File: config.mk
export PLATFORM = sky130hd
export DESIGN_NAME = lock_input_conditioner
export DESIGN_NICKNAME = d
export VERILOG_FILES = /design/src/rtl/lock_input_conditioner_pkg.sv /design/src/rtl/lock_input_conditioner_debounce_channel.sv /design/src/rtl/lock_input_conditioner.sv
export SDC_FILE = /design/constraint.sdc
export NUM_CORES = 1
export LEC_CHECK = 0
export ABC_AREA = 1
export CAP_MARGIN = 20
export CORE_MARGIN = 10
export CORE_UTILIZATION = 35
export DETAILED_ROUTE_END_ITERATION = 16
export HOLD_SLACK_MARGIN = 0.15
export PLACE_DENSITY_LB_ADDON = 0.3
export SLEW_MARGIN = 20
export SYNTH_ARGS = -nofsm -noshare
export SYNTH_HDL_FRONTEND = slang
export SYNTH_SLANG_ARGS = --single-unit
File: constraint.sdc
create_clock -name clock -period 1.9 [get_ports clock]
set_input_delay 0.38 -clock clock [delete_from_list [all_inputs] [get_ports clock]]
set_output_delay 0.38 -clock clock [all_outputs]
set_load 0.05 [all_outputs]
File: src/rtl/lock_input_conditioner_pkg.sv
// ----------------------------------------------------------------------------
// lock_input_conditioner_pkg
// Shared definitions between the input conditioner and the lock controller:
// the lock code width, the default debounce timebase, and the encoding of a
// debounce channel's state (SETTLED: candidate equals output, PENDING: a new
// candidate is being timed).
// ----------------------------------------------------------------------------
package lock_input_conditioner_pkg;

  localparam int LOCK_CODE_W             = 3;
  localparam int DEFAULT_SYNC_STAGES     = 2;
  localparam int DEFAULT_DEBOUNCE_CYCLES = 500000;  // 10 ms at 50 MHz
  localparam int DEFAULT_CNT_W           = 20;

  typedef enum logic {
    CH_SETTLED = 1'b0,
    CH_PENDING = 1'b1
  } chan_state_t;

  // A channel is PENDING whenever its candidate differs from its output.
  function automatic chan_state_t chan_state(input logic cand_differs);
    return cand_differs ? CH_PENDING : CH_SETTLED;
  endfunction

endpackage

File: src/rtl/lock_input_conditioner_debounce_channel.sv
// ----------------------------------------------------------------------------
// debounce_channel
// Synchronises a WIDTH-bit asynchronous input through SYNC_STAGES flops, then
// only passes a new value to the output once the synchronised vector has been
// identical for DEBOUNCE_CYCLES+1 consecutive samples.  Any bit moving restarts
// the window, so multi-bit inputs change as a whole vector.
//
// Ports:
//   clock   system clock
//   reset   synchronous, active-high reset (all state to 0)
//   raw     asynchronous input pins
//   level   debounced output value
//   strobe  registered one-cycle pulse, high in the cycle level takes a new value
// ----------------------------------------------------------------------------
module debounce_channel
  import lock_input_conditioner_pkg::*;
#(
  parameter int WIDTH           = 1,
  parameter int SYNC_STAGES     = DEFAULT_SYNC_STAGES,
  parameter int DEBOUNCE_CYCLES = DEFAULT_DEBOUNCE_CYCLES,
  parameter int CNT_W           = DEFAULT_CNT_W
) (
  input  logic             clock,
  input  logic             reset,
  input  logic [WIDTH-1:0] raw,
  output logic [WIDTH-1:0] level,
  output logic             strobe
);

  localparam logic [CNT_W-1:0] CNT_LAST = CNT_W'(DEBOUNCE_CYCLES - 1);

  // Synchroniser chain: one register per stage.
  for (genvar gi = 0; gi < SYNC_STAGES; gi++) begin : g_sync
    logic [WIDTH-1:0] stage_reg;
    logic [WIDTH-1:0] stage_in;

    if (gi == 0) begin : g_first
      assign stage_in = raw;
    end else begin : g_next
      assign stage_in = g_sync[gi-1].stage_reg;
    end

    always_ff @(posedge clock) begin
      if (reset) begin
        stage_reg <= '0;
      end else begin
        stage_reg <= stage_in;
      end
    end
  end

  logic [WIDTH-1:0] sync_out;
  assign sync_out = g_sync[SYNC_STAGES-1].stage_reg;

  logic [WIDTH-1:0] cand_reg,   cand_next;
  logic [WIDTH-1:0] stable_reg, stable_next;
  logic [CNT_W-1:0] cnt_reg,    cnt_next;
  logic             strobe_reg, strobe_next;
  chan_state_t      state;

  assign state = chan_state(cand_reg != stable_reg);

  always_ff @(posedge clock) begin
    if (reset) begin
      cand_reg   <= '0;
      stable_reg <= '0;
      cnt_reg    <= '0;
      strobe_reg <= 1'b0;
    end else begin
      cand_reg   <= cand_next;
      stable_reg <= stable_next;
      cnt_reg    <= cnt_next;
      strobe_reg <= strobe_next;
    end
  end

  always_comb begin
    cand_next   = cand_reg;
    stable_next = stable_reg;
    cnt_next    = cnt_reg;
    strobe_next = 1'b0;

    if (sync_out != cand_reg) begin
      // Input moved: take it as the new candidate and restart the window,
      // whether or not a change was already being timed.
      cand_next = sync_out;
      cnt_next  = '0;
    end else begin
      case (state)
        CH_PENDING: begin
          if (cnt_reg == CNT_LAST) begin
            stable_next = cand_reg;
            cnt_next    = '0;
            strobe_next = 1'b1;
          end else begin
            cnt_next = cnt_reg + 1'b1;
          end
        end
        default: begin
          cnt_next = '0;
        end
      endcase
    end
  end

  assign level  = stable_reg;
  assign strobe = strobe_reg;

endmodule

File: src/rtl/lock_input_conditioner.sv
// ----------------------------------------------------------------------------
// lock_input_conditioner
// Conditions the lock's raw push-button and 3-bit code switches into clean,
// clock-synchronous signals for the lock FSM.
//
// Ports:
//   clock     system clock (50 MHz)
//   reset     synchronous, active-high reset
//   pb_raw    asynchronous push-button pin
//   x_raw     asynchronous code-switch pins
//   pb_level  debounced push-button level
//   pb_pulse  one-cycle pulse on each debounced 0->1 of pb_level
//   x_code    debounced switch code, changes only as a whole vector
//   x_change  one-cycle pulse in the cycle x_code takes a new value
// ----------------------------------------------------------------------------
module lock_input_conditioner
  import lock_input_conditioner_pkg::*;
#(
  parameter int SYNC_STAGES     = DEFAULT_SYNC_STAGES,      // 2..4
  parameter int DEBOUNCE_CYCLES = DEFAULT_DEBOUNCE_CYCLES,  // >= 2
  parameter int CNT_W           = DEFAULT_CNT_W             // 2**CNT_W >= DEBOUNCE_CYCLES
) (
  input  logic                   clock,
  input  logic                   reset,
  input  logic                   pb_raw,
  input  logic [LOCK_CODE_W-1:0] x_raw,
  output logic                   pb_level,
  output logic                   pb_pulse,
  output logic [LOCK_CODE_W-1:0] x_code,
  output logic                   x_change
);

  logic pb_strobe;

  debounce_channel #(
    .WIDTH           (1),
    .SYNC_STAGES     (SYNC_STAGES),
    .DEBOUNCE_CYCLES (DEBOUNCE_CYCLES),
    .CNT_W           (CNT_W)
  ) u_pb (
    .clock  (clock),
    .reset  (reset),
    .raw    (pb_raw),
    .level  (pb_level),
    .strobe (pb_strobe)
  );

  debounce_channel #(
    .WIDTH           (LOCK_CODE_W),
    .SYNC_STAGES     (SYNC_STAGES),
    .DEBOUNCE_CYCLES (DEBOUNCE_CYCLES),
    .CNT_W           (CNT_W)
  ) u_x (
    .clock  (clock),
    .reset  (reset),
    .raw    (x_raw),
    .level  (x_code),
    .strobe (x_change)
  );

  // Both terms are registers: the strobe coincides with the new level, so
  // gating by the level keeps only presses (0->1) and drops releases.
  assign pb_pulse = pb_strobe & pb_level;

endmodule

# Word level (Yosys, flattened, before mapping)
# Index checks and enable logic that the tools add are counted.
# totals
ff_bits	58
inputBits	6
output_inout_bits	6
wordCells	35
# op_classes
addsub	2
n_eq_ne	6
mux	4
bitwise	5
reduce_logical	6
# op_table
operator	n
20-bit by 1-bit adder with 20-bit output, second input constant	2
20-bit by 19-bit equality test with 1-bit output, second input constant	2
4-bit OR reduction	2
3-bit inequality test	2
3-bit AND reduction	2
3-bit OR reduction	2
1-bit two-way mux	4
1-bit NOT	4
1-bit inequality test	2
1-bit bitwise AND	1

# Longest topological paths before layout
# logic_depth
word_depth	4
mapped_depth	10
depth_no_buf	10

# By module
# Synthesis repeated with hierarchy kept, for this count alone.
# unflattened
cells_unflattened	417
area_unflattened_um2	2920.3
# by_module_without_submodules
mod	instances	cells_each	area_per_inst_um2	seq_area_each_um2
debounce_channel (u_x)	1	229	1639.1	660.6
debounce_channel (u_pb)	1	186	1273.7	500.5
lock_input_conditioner	1	2	7.5	0.0

# Least setup slack after synthesis
# No wires, ideal clock.
# synth_path
path_type	register -> register
from	reg u_x.cnt_reg[0]
to	reg u_x.cnt_reg[0]
setup_ps	117
arrival_ps	1441
required_ps	1783
setup_slack_ps	342
stages_incl_launch_ff	9
n_path_buf	1
synth_period_minus_slack_ps	1558
cell_sequence	dfxtp_1 > ha_1 > inv_2 > nor2_4 > nand3_2 > nor2_4 > nand3b_4 > buf_6 > nor2_1
# synth_between
elab_chain_len	2
elab_cells_between_ends	3
cone_classes	add/sub: 1; eq/ne: 1; reduce/logical: 1
# synth_lines
element	line_no	text
start, declared	lock_input_conditioner_debounce_channel.sv:57	logic [CNT_W-1:0] cnt_reg, cnt_next;
start signal, assigned	lock_input_conditioner_debounce_channel.sv:72	cnt_reg <= cnt_next;
branches (longest 2 deep; another with 20-bit by 1-bit adder with 20-bit output)	n/a	
# Several ways; the timed one is not identified.
# A chain may end at the register's enable or synchronous reset.

# Final worst setup path
# layout_path
from	reg u_x.strobe_reg (netlist: u_x.strobe)
to	out x_change
# layout_lines
element	line_no	text
start, declared	lock_input_conditioner_debounce_channel.sv:58	logic strobe_reg, strobe_next;
start signal, assigned	lock_input_conditioner_debounce_channel.sv:73	strobe_reg <= strobe_next;
end, declared	lock_input_conditioner.sv:30	output logic x_change
# No word-level cell between the ends.

==> load_flow_metrics.sql <==
INSERT INTO impl_metrics (metric_group, metric, value, unit) VALUES
('logic_synthesis', 'synth-seq-cells', '58', ''),
('logic_synthesis', 'post-synth-top-area-cell', 'sky130_fd_sc_hd__dfxtp_1', ''),
('floorplan', 'design.core.area', '7730', 'um2'),
('global_routing', 'vias_in_the_first_global_route', '2332', ''),
('critical_path', 'cp_class', 'reg -> out', ''),
('global_routing', 'grt_max_degree', '18', ''),
('power', 'powerDensity', '781', 'nW/um2'),
('worst_hold_path', 'hold_path.class', 'reg -> reg', ''),
('route', 'route.final.wire_length', '5720', 'um'),
('critical_path', 'cpPeakStageDelay', '0.79', 'ns'),
('logic_synthesis', 'multiplexer_fraction_of_the_synthesized_cell_area', '0', '%'),
('logic_synthesis', 'postSynthCellCount', '413', ''),
('power', 'clock_power_share', '49.0', '%'),
('global_routing', 'grt_first_pass_wirelength', '10300', 'um'),
('floorplan', 'num_rows', '32', ''),
('power', 'internal_power', '2.02', 'mW'),
('sta', 'drv_slew', '0', ''),
('logic_synthesis', 'synthMostInstantiatedCell', 'sky130_fd_sc_hd__nand2_1', ''),
('critical_path', 'critPathTopFamily', 'buffers and inverters', ''),
('logic_synthesis', 'yosysWarnings', '0', ''),
('final_layout', 'multi_input_area', '1400', 'um2'),
('place', 'dpl.hpwl', '4230', 'um'),
('final_layout', 'areaGrowthSynthToFinish', '16.6', '%'),
('logic_synthesis', 'synth_cell_types', '25', ''),
('flow_run', 'max_cap_violations', '0', ''),
('logic_synthesis', 'syn_nets', '421', ''),
('logic_synthesis', 'synth-simple-area-share', '39.4', '%'),
('logic_synthesis', 'register_area_share_after_synthesis', '41.6', '%'),
('critical_path', 'crit_chain', 'clkdlybuf4s50_1', ''),
('sta', 'setup_viol_count_final', '0', ''),
('final_layout', 'finalInstanceArea', '3250', 'um2'),
('global_routing', 'grt.total_usage', '10.5', '%'),
('critical_path', 'worst_setup_sp_type', 'flip-flop', ''),
('global_routing', 'grt_use_met3', '3.66', '%'),
('logic_synthesis', 'synthesized_area_fraction_occupied_by_adder_cells', '0.897', '%'),
('global_routing', 'globalRouteOverflowTotal', '0', ''),
('route', 'drt_iter0_drc', '108', ''),
('critical_path', 'required', '1.52', 'ns'),
('worst_hold_path', 'hold_depth', '2', ''),
('critical_path', 'rr_worst_depth', '9', ''),
('logic_synthesis', 'count_of_flip_flops_with_a_built_in_enable_after_synthesis', '0', ''),
('final_layout', 'filler_cell_count', '815', ''),
('logic_synthesis', 'synth_top_cell_area_share', '41.6', '%'),
('floorplan', 'initial_core_util', '36.1', '%'),
('logic_synthesis', 'synth_top_family_by_area', 'simple AND/OR/NAND/NOR gates', ''),
('logic_synthesis', 'synthArstFlopShare', '0', '%'),
('logic_synthesis', 'post_synth_xor_area_fraction', '7.22', '%'),
('sta', 'final_period_minus_worst_setup_slack', '1.80', 'ns'),
('route', 'wl_per_cell', '10.5', 'um'),
('critical_path', 'ff_to_ff_end', 'u_pb.cnt_reg[12]', ''),
('cts', 'cts_root_buf', 'sky130_fd_sc_hd__clkbuf_8', ''),
('sta', 'timing.fmax', '556', 'MHz'),
('final_layout', 'post_route_cells_drive_above_1_share', '7.69', '%'),
('sta', 'unrepaired_setup_endpoints_after_global_routing', 'no', ''),
('critical_path', 'critPathSlowestCell', 'sky130_fd_sc_hd__clkdlybuf4s50_1', ''),
('critical_path', 'reg2reg_setup_slack', '0.26', 'ns'),
('route', 'drtAntennaViolNets', '0', ''),
('sta', 'hold_viol', '0', ''),
('worst_hold_path', 'hold_end', 'u_pb.g_sync[1].stage_reg', ''),
('cts', 'clkSlewWorstSetupHoldPaths', '0.07', 'ns'),
('floorplan', 'io-pin-count', '12', ''),
('cts', 'htreeDepth', '3', ''),
('final_layout', 'final_nets', '445', ''),
('floorplan', 'die_area', '11900', 'um2'),
('run_status', 'outcome', 'completed', ''),
('power', 'share_comb_of_total_power', '2.4', '%'),
('place', 'port-buffer-count', '11', ''),
('cts', 'tritoncts', 'done', ''),
('critical_path', 'crit_arrival', '1.42', 'ns'),
('global_routing', 'gr-max-usage-layer', 'met2', ''),
('global_routing', 'grt_use_met1', '12.9', '%');
what timing repair did:
item	in CTS	in global routing
resized for setup	0	1
setup endpoints to repair	0	1
buffers inserted	0	0
metrics by stage:
| stage | power, mW | util (%) | setup WS (ns) |
|---|---|---|---|
| detailed placement | 1.32 | 39.2 | 0.207 |
| global route | 2.65 | 42.1 | 0.00993 |
| CTS | 2.58 | 42.1 | 0.0708 |
| finish | 2.54 | 42.1 | 0.103 |
| floorplan | 1.30 | - | 0.342 |
| global placement | 1.32 | 39.2 | 0.239 |
routing by layer:
layer  vias up  share of wire [%]
met5         -                  0
met4         0                1.1
met3         7                3.3
met2        22                 47
met1      1102                 49
li1       1325                  -
kinds of logic (layout without fill, tap and decap cells):
kind of cell,count (synthesis),count (layout)
adder cells (fa/ha/maj),2,2
flip-flops,58,58
XOR/XNOR,23,23
AO/OA/AOI/OAI,14,14
AND/OR/NAND/NOR,257,257
buffers and inverters,59,88
cell type report:
| type | instances | share of cell area [%] |
|---|---|---|
| Clock buffer | 11 | 4.34 |
| Clock inverter | 5 | 2.38 |
| Inverter | 56 | 6.46 |
| Multi-Input combinational cell | 296 | 43.1 |
| Sequential cell | 58 | 35.7 |
| Tap cell | 102 | 3.92 |
| Timing Repair Buffer | 16 | 4.15 |
cell usage in the layout, fill, tap and decap left out, types with 2 or more instances in the layout:
cell / n
sky130_fd_sc_hd__nand2_1: 101
sky130_fd_sc_hd__nor2_1: 99
sky130_fd_sc_hd__dfxtp_1: 58
sky130_fd_sc_hd__inv_1: 55
sky130_fd_sc_hd__nand3_1: 27
sky130_fd_sc_hd__xor2_1: 19
sky130_fd_sc_hd__nand4_1: 11
sky130_fd_sc_hd__a21oi_1: 10
sky130_fd_sc_hd__clkbuf_8: 10
sky130_fd_sc_hd__buf_4: 10
sky130_fd_sc_hd__nor3_1: 7
sky130_fd_sc_hd__clkdlybuf4s50_1: 6
sky130_fd_sc_hd__xnor2_1: 4
sky130_fd_sc_hd__nor2_4: 3
sky130_fd_sc_hd__nand3b_1: 3
sky130_fd_sc_hd__o21ai_0: 2
sky130_fd_sc_hd__ha_1: 2
sky130_fd_sc_hd__bufinv_16: 2
sky130_fd_sc_hd__clkinv_2: 2
power groups by stage:
stage / Combinational, mW / Sequential, mW / Clock, mW
2_1_floorplan: 0.0415 / 1.26 / 0
4_1_cts: 0.0611 / 1.23 / 1.28
3_3_place_gp: 0.0598 / 1.26 / 0
5_1_grt: 0.0704 / 1.23 / 1.34
3_5_place_dp: 0.0607 / 1.26 / 0
6_report: 0.0606 / 1.23 / 1.25
how the worst max path moves through the flow:
stage / startpoint / to / slack [ns] / cells after the start
after floorplan: u_x.cnt_reg[0] / u_x.cnt_reg[0] / 0.34 / 8
after global placement: reset / u_pb.cnt_reg[2] / 0.24 / 6
after detailed placement: reset / u_pb.cnt_reg[2] / 0.21 / 6
after CTS: u_x.strobe / x_change / 0.07 / 1
after global routing: u_pb.cnt_reg[0] / u_pb.cnt_reg[12] / 0.01 / 9
final: u_x.strobe / x_change / 0.10 / 1
No activity file was read; power rests on OpenSTA's default activity.
